--- src/rtl/vortex_ctrl_pkg.sv ---
// Shared register offsets, AXI response codes and STATUS bit positions for the
// Vortex AXI4-Lite control slave.
package vortex_ctrl_pkg;

   localparam logic [7:0] REG_CTRL     = 8'h00;
   localparam logic [7:0] REG_STATUS   = 8'h04;
   localparam logic [7:0] REG_DCR_ADDR = 8'h08;
   localparam logic [7:0] REG_DCR_DATA = 8'h0C;
   localparam logic [7:0] REG_IER      = 8'h10;
   localparam logic [7:0] REG_ISR      = 8'h14;

   localparam logic [1:0] RESP_OKAY   = 2'b00;
   localparam logic [1:0] RESP_SLVERR = 2'b10;

   localparam int STATUS_BUSY_BIT = 0;
   localparam int STATUS_DONE_BIT = 1;

   function automatic logic [31:0] merge_strb(input logic [31:0] old_val,
                                              input logic [31:0] new_val,
                                              input logic [3:0]  strb);
      logic [31:0] res;
      res = old_val;
      for (int i = 0; i < 4; i++) begin
         if (strb[i]) res[8*i +: 8] = new_val[8*i +: 8];
      end
      return res;
   endfunction

endpackage

--- src/rtl/vortex_axil_wr_join.sv ---
// Joins independently arriving AW and W beats into a single-cycle commit and
// owns the B response handshake.
module vortex_axil_wr_join
   import vortex_ctrl_pkg::*;
#(
   parameter int ADDR_WIDTH = 8,
   parameter int DATA_WIDTH = 32
) (
   input  logic                      clk,
   input  logic                      rst,
   input  logic                      awvalid,
   output logic                      awready,
   input  logic [ADDR_WIDTH-1:0]     awaddr,
   input  logic                      wvalid,
   output logic                      wready,
   input  logic [DATA_WIDTH-1:0]     wdata,
   input  logic [DATA_WIDTH/8-1:0]   wstrb,
   output logic                      bvalid,
   input  logic                      bready,
   output logic [1:0]                bresp,
   output logic                      commit,
   output logic [ADDR_WIDTH-1:0]     commit_addr,
   output logic [DATA_WIDTH-1:0]     commit_data,
   output logic [DATA_WIDTH/8-1:0]   commit_strb,
   input  logic                      commit_err
);

   logic                    en_q;
   logic                    aw_full_q;
   logic                    w_full_q;
   logic [ADDR_WIDTH-1:0]   aw_addr_q;
   logic [DATA_WIDTH-1:0]   w_data_q;
   logic [DATA_WIDTH/8-1:0] w_strb_q;
   logic                    aw_hs;
   logic                    w_hs;

   assign awready = en_q & ~aw_full_q & ~bvalid;
   assign wready  = en_q & ~w_full_q & ~bvalid;
   assign aw_hs   = awvalid & awready;
   assign w_hs    = wvalid & wready;

   // A beat arriving this cycle counts as held, so the commit lands on the
   // same edge that completes the pair.
   assign commit      = (aw_full_q | aw_hs) & (w_full_q | w_hs);
   assign commit_addr = aw_full_q ? aw_addr_q : awaddr;
   assign commit_data = w_full_q ? w_data_q : wdata;
   assign commit_strb = w_full_q ? w_strb_q : wstrb;

   always_ff @(posedge clk or posedge rst) begin
      if (rst) begin
         en_q      <= 1'b0;
         aw_full_q <= 1'b0;
         w_full_q  <= 1'b0;
         aw_addr_q <= '0;
         w_data_q  <= '0;
         w_strb_q  <= '0;
         bvalid    <= 1'b0;
         bresp     <= RESP_OKAY;
      end else begin
         en_q <= 1'b1;
         if (commit) begin
            aw_full_q <= 1'b0;
            w_full_q  <= 1'b0;
            bvalid    <= 1'b1;
            bresp     <= commit_err ? RESP_SLVERR : RESP_OKAY;
         end else begin
            if (aw_hs) begin
               aw_full_q <= 1'b1;
               aw_addr_q <= awaddr;
            end
            if (w_hs) begin
               w_full_q <= 1'b1;
               w_data_q <= wdata;
               w_strb_q <= wstrb;
            end
            if (bvalid & bready) bvalid <= 1'b0;
         end
      end
   end

endmodule

--- src/rtl/vortex_axil_ctrl_slave.sv ---
// AXI4-Lite control slave for Vortex: CSR file, start/DCR strobes, read path.
// Define VORTEX_CTRL_IRQ_EN to add the IER/ISR registers and a live irq_o.
module vortex_axil_ctrl_slave
   import vortex_ctrl_pkg::*;
#(
   parameter int ADDR_WIDTH = 8,
   parameter int DATA_WIDTH = 32
) (
   input  logic                      clk,
   input  logic                      rst,
   input  logic                      s_axi_ctrl_awvalid,
   output logic                      s_axi_ctrl_awready,
   input  logic [ADDR_WIDTH-1:0]     s_axi_ctrl_awaddr,
   input  logic                      s_axi_ctrl_wvalid,
   output logic                      s_axi_ctrl_wready,
   input  logic [DATA_WIDTH-1:0]     s_axi_ctrl_wdata,
   input  logic [DATA_WIDTH/8-1:0]   s_axi_ctrl_wstrb,
   output logic                      s_axi_ctrl_bvalid,
   input  logic                      s_axi_ctrl_bready,
   output logic [1:0]                s_axi_ctrl_bresp,
   input  logic                      s_axi_ctrl_arvalid,
   output logic                      s_axi_ctrl_arready,
   input  logic [ADDR_WIDTH-1:0]     s_axi_ctrl_araddr,
   output logic                      s_axi_ctrl_rvalid,
   input  logic                      s_axi_ctrl_rready,
   output logic [DATA_WIDTH-1:0]     s_axi_ctrl_rdata,
   output logic [1:0]                s_axi_ctrl_rresp,
   output logic                      start_o,
   input  logic                      busy_i,
   input  logic                      done_i,
   output logic                      dcr_wr_valid_o,
   output logic [DATA_WIDTH-1:0]     dcr_wr_addr_o,
   output logic [DATA_WIDTH-1:0]     dcr_wr_data_o,
   output logic                      irq_o
);

   function automatic logic [ADDR_WIDTH-3:0] word_of(input logic [7:0] off);
      return (ADDR_WIDTH-2)'(off[7:2]);
   endfunction

   function automatic logic is_mapped(input logic [ADDR_WIDTH-3:0] w);
      logic hit;
      hit = (w == word_of(REG_CTRL))     || (w == word_of(REG_STATUS)) ||
            (w == word_of(REG_DCR_ADDR)) || (w == word_of(REG_DCR_DATA));
`ifdef VORTEX_CTRL_IRQ_EN
      hit = hit || (w == word_of(REG_IER)) || (w == word_of(REG_ISR));
`endif
      return hit;
   endfunction

   logic                    commit;
   logic [ADDR_WIDTH-1:0]   commit_addr;
   logic [DATA_WIDTH-1:0]   commit_data;
   logic [DATA_WIDTH/8-1:0] commit_strb;
   logic                    commit_err;
   logic [ADDR_WIDTH-3:0]   cm_word;
   logic [ADDR_WIDTH-3:0]   rd_word;

   vortex_axil_wr_join #(
      .ADDR_WIDTH (ADDR_WIDTH),
      .DATA_WIDTH (DATA_WIDTH)
   ) u_wr_join (
      .clk         (clk),
      .rst         (rst),
      .awvalid     (s_axi_ctrl_awvalid),
      .awready     (s_axi_ctrl_awready),
      .awaddr      (s_axi_ctrl_awaddr),
      .wvalid      (s_axi_ctrl_wvalid),
      .wready      (s_axi_ctrl_wready),
      .wdata       (s_axi_ctrl_wdata),
      .wstrb       (s_axi_ctrl_wstrb),
      .bvalid      (s_axi_ctrl_bvalid),
      .bready      (s_axi_ctrl_bready),
      .bresp       (s_axi_ctrl_bresp),
      .commit      (commit),
      .commit_addr (commit_addr),
      .commit_data (commit_data),
      .commit_strb (commit_strb),
      .commit_err  (commit_err)
   );

   assign cm_word    = commit_addr[ADDR_WIDTH-1:2];
   assign rd_word    = s_axi_ctrl_araddr[ADDR_WIDTH-1:2];
   assign commit_err = ~is_mapped(cm_word);

   logic unused_addr_bits;
   assign unused_addr_bits = ^{commit_addr[1:0], s_axi_ctrl_araddr[1:0]};

   logic                  busy_q;
   logic                  done_q;
   logic [DATA_WIDTH-1:0] dcr_addr_q;
   logic [DATA_WIDTH-1:0] dcr_data_q;
   logic                  hit_ctrl;
   logic                  hit_dcr_addr;
   logic                  hit_dcr_data;
   logic                  start_set;

   assign hit_ctrl     = commit & (cm_word == word_of(REG_CTRL));
   assign hit_dcr_addr = commit & (cm_word == word_of(REG_DCR_ADDR));
   assign hit_dcr_data = commit & (cm_word == word_of(REG_DCR_DATA));
   assign start_set    = hit_ctrl & commit_strb[0] & commit_data[0];

   assign dcr_wr_addr_o = dcr_addr_q;
   assign dcr_wr_data_o = dcr_data_q;

   always_ff @(posedge clk or posedge rst) begin
      if (rst) begin
         busy_q         <= 1'b0;
         done_q         <= 1'b0;
         dcr_addr_q     <= '0;
         dcr_data_q     <= '0;
         start_o        <= 1'b0;
         dcr_wr_valid_o <= 1'b0;
      end else begin
         busy_q         <= busy_i;
         start_o        <= start_set;
         dcr_wr_valid_o <= hit_dcr_data & commit_strb[0];
         // done_i takes priority so a kernel finishing on the start edge is not lost
         if (done_i)         done_q <= 1'b1;
         else if (start_set) done_q <= 1'b0;
         if (hit_dcr_addr) dcr_addr_q <= merge_strb(dcr_addr_q, commit_data, commit_strb);
         if (hit_dcr_data) dcr_data_q <= merge_strb(dcr_data_q, commit_data, commit_strb);
      end
   end

`ifdef VORTEX_CTRL_IRQ_EN
   logic ier_q;
   logic isr_q;

   always_ff @(posedge clk or posedge rst) begin
      if (rst) begin
         ier_q <= 1'b0;
         isr_q <= 1'b0;
         irq_o <= 1'b0;
      end else begin
         irq_o <= ier_q & isr_q;
         if (commit && cm_word == word_of(REG_IER) && commit_strb[0]) ier_q <= commit_data[0];
         if (done_i)
            isr_q <= 1'b1;
         else if (commit && cm_word == word_of(REG_ISR) && commit_strb[0] && commit_data[0])
            isr_q <= 1'b0;
      end
   end
`else
   assign irq_o = 1'b0;
`endif

   logic                  rd_en_q;
   logic [DATA_WIDTH-1:0] rd_data;
   logic [1:0]            rd_resp;

   assign s_axi_ctrl_arready = rd_en_q & ~s_axi_ctrl_rvalid;

   // Sampled from pre-edge register state, so a colliding write is not visible.
   always_comb begin
      rd_data = '0;
      rd_resp = RESP_OKAY;
      if (rd_word == word_of(REG_STATUS)) begin
         rd_data[STATUS_BUSY_BIT] = busy_q;
         rd_data[STATUS_DONE_BIT] = done_q;
      end else if (rd_word == word_of(REG_DCR_ADDR)) begin
         rd_data = dcr_addr_q;
      end else if (rd_word == word_of(REG_DCR_DATA)) begin
         rd_data = dcr_data_q;
`ifdef VORTEX_CTRL_IRQ_EN
      end else if (rd_word == word_of(REG_IER)) begin
         rd_data[0] = ier_q;
      end else if (rd_word == word_of(REG_ISR)) begin
         rd_data[0] = isr_q;
`endif
      end else if (rd_word != word_of(REG_CTRL)) begin
         rd_resp = RESP_SLVERR;
      end
   end

   always_ff @(posedge clk or posedge rst) begin
      if (rst) begin
         rd_en_q           <= 1'b0;
         s_axi_ctrl_rvalid <= 1'b0;
         s_axi_ctrl_rdata  <= '0;
         s_axi_ctrl_rresp  <= RESP_OKAY;
      end else begin
         rd_en_q <= 1'b1;
         if (s_axi_ctrl_arvalid && s_axi_ctrl_arready) begin
            s_axi_ctrl_rvalid <= 1'b1;
            s_axi_ctrl_rdata  <= rd_data;
            s_axi_ctrl_rresp  <= rd_resp;
         end else if (s_axi_ctrl_rvalid && s_axi_ctrl_rready) begin
            s_axi_ctrl_rvalid <= 1'b0;
         end
      end
   end

endmodule
--- config.mk ---
export PLATFORM = sky130hd
export DESIGN_NAME = vortex_axil_ctrl_slave
export DESIGN_NICKNAME = d
export VERILOG_FILES = /design/src/rtl/vortex_ctrl_pkg.sv /design/src/rtl/vortex_axil_wr_join.sv /design/src/rtl/vortex_axil_ctrl_slave.sv
export SDC_FILE = /design/constraint.sdc
export NUM_CORES = 1
export LEC_CHECK = 0
export ABC_AREA = 0
export ABC_CLOCK_PERIOD_IN_PS = 7500
export BUFFER_PORTS_ARGS = -buffer_cell sky130_fd_sc_hd__buf_2
export CORE_MARGIN = 3
export CORE_UTILIZATION = 53
export DETAILED_ROUTE_END_ITERATION = 8
export PLACE_DENSITY = 0.8
export SLEW_MARGIN = 20
export SYNTH_ARGS = -nofsm -noshare
export SYNTH_HDL_FRONTEND = slang
export SYNTH_SLANG_ARGS = --single-unit
--- constraint.sdc ---
create_clock -name clk -period 7.5 [get_ports clk]
set_clock_uncertainty 0.1 [all_clocks]
set_input_delay 1.875 -clock clk [delete_from_list [all_inputs] [get_ports clk]]
set_output_delay 1.875 -clock clk [all_outputs]
set_load 0.01 [all_outputs]
# Yosys cells after proc, flatten, opt, wreduce, memory -nomap -nowiden
# Index checks and enable logic that the tools add are counted.
[word_totals] wordCells=95 input_bits=61 register_bits=153
[classes] n_mux=22 n_reduce_logical=22 n_bitwise=22 n_eq_ne=6
[ops] operator="$mux 32" count=3
[ops] operator="$mux 30" count=1
[ops] operator="$eq 6x2->1 const B" count=4
[ops] operator="$reduce_and 2->1" count=10
[ops] operator="$and 1x1->1" count=15
[ops] operator="$eq 6x1->1 const B" count=2
[ops] operator="$mux 2" count=6
[ops] operator="$mux 1" count=10
[ops] operator="$reduce_bool 2->1" count=5
[ops] operator="$mux 8" count=1
[ops] operator="$logic_not 6->1" count=1
[ops] operator="$reduce_bool 6->1" count=1
[ops] operator="$not 1->1" count=5
[ops] operator="$mux 4" count=1
[ops] operator="$logic_or 1x1->1" count=3
[ops] operator="$logic_and 1x1->1" count=2
[ops] operator="$or 1x1->1" count=2

# Depth between registers and ports, before layout
[depth] ltp_word=11 mapped_depth=6 mapped_depth_nobuf=4

# Modules after synthesis
# From an unflattened synthesis, not the netlist that was laid out.
[hier_totals] cells_unflattened=488 area_unflattened_um2=6872.8
[by_module_without_submodules] module="vortex_axil_ctrl_slave" area_each_um2=4342.9 seq_area_each_um2=2577.5 n_inst=1 cells_each=320
[by_module_without_submodules] module="vortex_axil_wr_join" area_each_um2=2529.9 seq_area_each_um2=1226.2 n_inst=1 cells_each=168

# Worst setup path before layout
# Ideal clock, no wire load.
[synth_path] path_kind="input to register" from="input port s_axi_ctrl_awaddr[5]" to="register dcr_data_q[16] (netlist: dcr_wr_data_o[16])" setup_ns=0.125 t_required_ns=7.275 slack_ns=3.991 cell_stages=5 n_path_buf=1 arrival_time_ns=3.284 cell_sequence="or4_4 > o22ai_2 > buf_6 > nand4_4 > mux2_4"
[synth_between] elab_chain_cells=4
[synth_lines] element="from (decl)" line_no="vortex_axil_ctrl_slave.sv:13" source="input logic [ADDR_WIDTH-1:0] s_axi_ctrl_awaddr,"
[synth_lines] element="$mux 8" line_no="vortex_axil_wr_join.sv:45" source="assign commit_addr = aw_full_q ? aw_addr_q : awaddr;"
[synth_lines] element="$eq 6x2->1" line_no="vortex_axil_ctrl_slave.sv:100" source="assign hit_dcr_data = commit & (cm_word == word_of(REG_DCR_DATA));"
[synth_lines] element="$and 1x1->1" line_no="vortex_axil_ctrl_slave.sv:100"
[synth_lines] element="$reduce_and 2->1 (no line)"
[synth_lines] element="to (signal assigned)" line_no="vortex_axil_ctrl_slave.sv:122" source="if (hit_dcr_data) dcr_data_q <= merge_strb(dcr_data_q, commit_data, commit_strb);"
[synth_lines] element="to (decl)" line_no="vortex_axil_ctrl_slave.sv:92" source="logic [DATA_WIDTH-1:0] dcr_data_q;"
# Every way passes these cells.
# A chain may end at the register's enable or synchronous reset.

# Worst setup path in the final report
[layout_path] from="input port s_axi_ctrl_awaddr[5]" to="register dcr_data_q[5] (netlist: dcr_wr_data_o[5])"
# The elaborated chain is that of the path after synthesis.

==> impl_metrics.env <==
export IMPL_grt_pass1_vias=4738
export IMPL_mappedNetlistArea_sq_mm=0.00648
export IMPL_fillCellCount=852
export IMPL_cts_resized=0
export IMPL_grt_start_max_net_pins=76
export IMPL_post_synth_top_area_cell="dfrtp_1"
export IMPL_cts_buffers=17
export IMPL_clk_pin_slew_worst_paths_ps=60
export IMPL_cp_end_kind="register"
export IMPL_setup_viol=0
export IMPL_fin_tns_setup_ps=0
export IMPL_gr_usage_all_layers_pct=23.8
export IMPL_pin_count=169
export IMPL_drc=0
export IMPL_slew_viol_final=0
export IMPL_synthTopCellsByArea="dfrtp_1, mux2_2, a22oi_1, o21ai_0, nand2_1"
export IMPL_grt_pass1_wl_mm=24.4
export IMPL_maxCapViolations=0
export IMPL_p_leak_nw=4.17
export IMPL_synth_edf_count=0
export IMPL_syn2layout_area_growth_pct=23.7
export IMPL_cts_tree="yes"
export IMPL_cts_root_buf="clkbuf_16"
export IMPL_rr_worst_depth=3
export IMPL_power_w=0.00266
export IMPL_ir_drop_uv=216
export IMPL_syn_avg_cell_area_sq_um=13.6
export IMPL_slowest_delay_ps=770
export IMPL_holdPathStages=2
export IMPL_r2r_start="u_wr_join.w_full_q"
export IMPL_coreArea_sq_mm=0.0117
export IMPL_globalRoute_totalOverflow=0
export IMPL_num_rows=39
export IMPL_crit_path_top_delay_cell="o22ai_2"
export IMPL_port_buffers=161
export IMPL_die_w_microns=117
export IMPL_finalInstanceArea_sq_mm=0.00802
export IMPL_synth_seq_cells=149
export IMPL_final_nets=698
export IMPL_die_y_microns=117
export IMPL_synth_top_cell_area_share_pct=57.5
export IMPL_tightest_slew_ps=1060
export IMPL_viasPerCell=5.70
export IMPL_initial_utilization_pct=55.6
export IMPL_ant_nets=0
export IMPL_synthDistinctLibCells=40
export IMPL_synthCells=475
export IMPL_maxSlewHeadroom_pct=29.0
export IMPL_p_per_area_mw_per_mm2=331
export IMPL_pre_cts_ws_ps=3110
export IMPL_layout_min_cycle_time_ps=3970
export IMPL_synth_seq_area_share_pct=57.5
export IMPL_dr_pass1_iters=5
export IMPL_die_area_sq_mm=0.0136
export IMPL_drtIter0Drc=232
export IMPL_final_hold_violation_count=0
export IMPL_outcome="complete, no violations"
export IMPL_async_reset_ff_share_pct=100
export IMPL_critPathArrivalTime_ps=4170
export IMPL_timing_fmax_mhz=252
export IMPL_rsz0062_at_grt="false"
export IMPL_ctsHoldBuffers=0
export IMPL_holdWs_ps=370
export IMPL_hp_class="register to register"
export IMPL_clockBufferDepth=2
export IMPL_crit_required_ps=7700
export IMPL_cp_startpoint="s_axi_ctrl_awaddr[5]"
export IMPL_path_max_fanout=11
export IMPL_antenna_found_initial=0
export IMPL_wl_mm=15.4
export IMPL_start_kind="primary input"
export IMPL_cts_setup_buffers=0
export IMPL_post_dp_cell_area_sq_mm=0.00740
export IMPL_ys_flop_type="dfrtp_1"
export IMPL_fin_crit_sh_pct=52.9
export IMPL_dp_hpwl_mm=10.1
export IMPL_vias=4518
export IMPL_wl_per_cell_microns=19.4
export IMPL_clock_latency_ps=430
export IMPL_gp_congestion=0.814
export IMPL_hold_path_startpoint="s_axi_ctrl_rdata[3]"
export IMPL_htreeDepth=4
export IMPL_drive_gt1_share_pct=54.2
export IMPL_setup_worst_path_class="primary input to register"
export IMPL_timing_final_ws_setup_ps=3530
export IMPL_yosysWarnings=0
export IMPL_path_cells="buf_2 -> or4_4 -> o22ai_2 -> nand4b_2 -> mux2_2"
export IMPL_clock_sinks=149
export IMPL_diodes=0
[final timing paths]
kind                                        to  slack [ps]
hold reg to reg            s_axi_ctrl_rdata[3]         370
min in group asynchronous    dcr_wr_addr_o[31]        1450
setup reg to reg              dcr_wr_data_o[5]        4420
max in group asynchronous   u_wr_join.w_full_q        4370
hold / removal             s_axi_ctrl_rdata[3]         370
setup / recovery              dcr_wr_data_o[5]        3530
[cells by family after synthesis]
| family | after synthesis | synth area share [%] |
|---|---|---|
| AO/OA/AOI/OAI | 77 | 7.60 |
| buffers and inverters | 31 | 2.28 |
| flip-flops | 149 | 57.5 |
| multiplexers | 144 | 25.2 |
| other | 2 | 0.116 |
| AND/OR/NAND/NOR | 72 | 7.33 |
[per-stage QoR]
stage	cells	util (%)
after floorplan	477	-
after global placement	761	63.5
after detailed placement	761	63.5
after CTS	793	68.8
after global routing	793	68.8
final	793	68.8
[state kept, by name, summed over array words and instances, names as in the netlist, 4 cells and up]
name,count
dcr_wr_addr_o,32
dcr_wr_data_o,32
s_axi_ctrl_rdata,32
u_wr_join.aw_addr_q,6
u_wr_join.w_data_q,32
u_wr_join.w_strb_q,4
[worst max-delay path, delay by kind of cell]
kind                   cells  cell delay (ps)
buffers and inverters      1              100
AOI/OAI and AO/OA          1              770
and+or+nand+nor            2              990
muxes                      1              410
[Yosys cell counts (all sizes together), types with 2 or more instances]
master / count
a21oi: 3
a22oi: 32
and3b: 2
buf: 12
clkbuf: 14
conb: 2
dfrtp: 149
inv: 5
mux2: 140
mux2i: 4
nand2: 38
nand3: 5
nand3b: 4
nand4: 2
nand4b: 3
nor2: 3
nor2b: 3
nor3: 3
o21ai: 35
o21bai: 2
[layout make-up]
| class | count | area (sq um) | share of cell area (%) |
|---|---|---|---|
| clock inverters | 9 | 123 | 1.53 |
| repair buffers | 167 | 851 | 10.6 |
| inverters | 5 | 23.8 | 0.296 |
| clock buffers | 23 | 498 | 6.21 |
| multi-input cells | 297 | 2620 | 32.6 |
| flip-flops and latches | 149 | 3730 | 46.5 |
| well taps | 143 | 179 | 2.23 |
[routing by layer]
layer	vias up	global-route usage, %	share of wire [%]
li1	2052	-	-
met1	2264	28.9	41
met2	176	40.9	51
met3	26	6.68	6.1
met4	0	8.10	2.1
met5	-	0	0
[where the power goes]
part	internal, W	switching (W)	total (W)
combinational	0.000338	0.000265	0.000603
sequential	0.00100	0.000175	0.00118
clock	0.000564	0.000314	0.000878
total	0.00190	0.000754	0.00266
[placed cells by master (no fill, tap or decap), types with 4 or more instances in the layout]
| cell type | synthesis | layout |
|---|---|---|
| a22oi_1 | 32 | 32 |
| buf_2 | 4 | 161 |
| buf_4 | 3 | 6 |
| clkbuf_16 | 0 | 17 |
| clkbuf_8 | 0 | 5 |
| clkinv_2 | 0 | 5 |
| conb_1 | 2 | 4 |
| dfrtp_1 | 149 | 148 |
| inv_1 | 5 | 4 |
| mux2_2 | 136 | 136 |
| mux2_4 | 4 | 4 |
| mux2i_1 | 4 | 4 |
| nand2_1 | 38 | 38 |
| nand3b_1 | 4 | 4 |
| o21ai_0 | 35 | 35 |
Note: power is estimated with default switching activity, not from simulation.
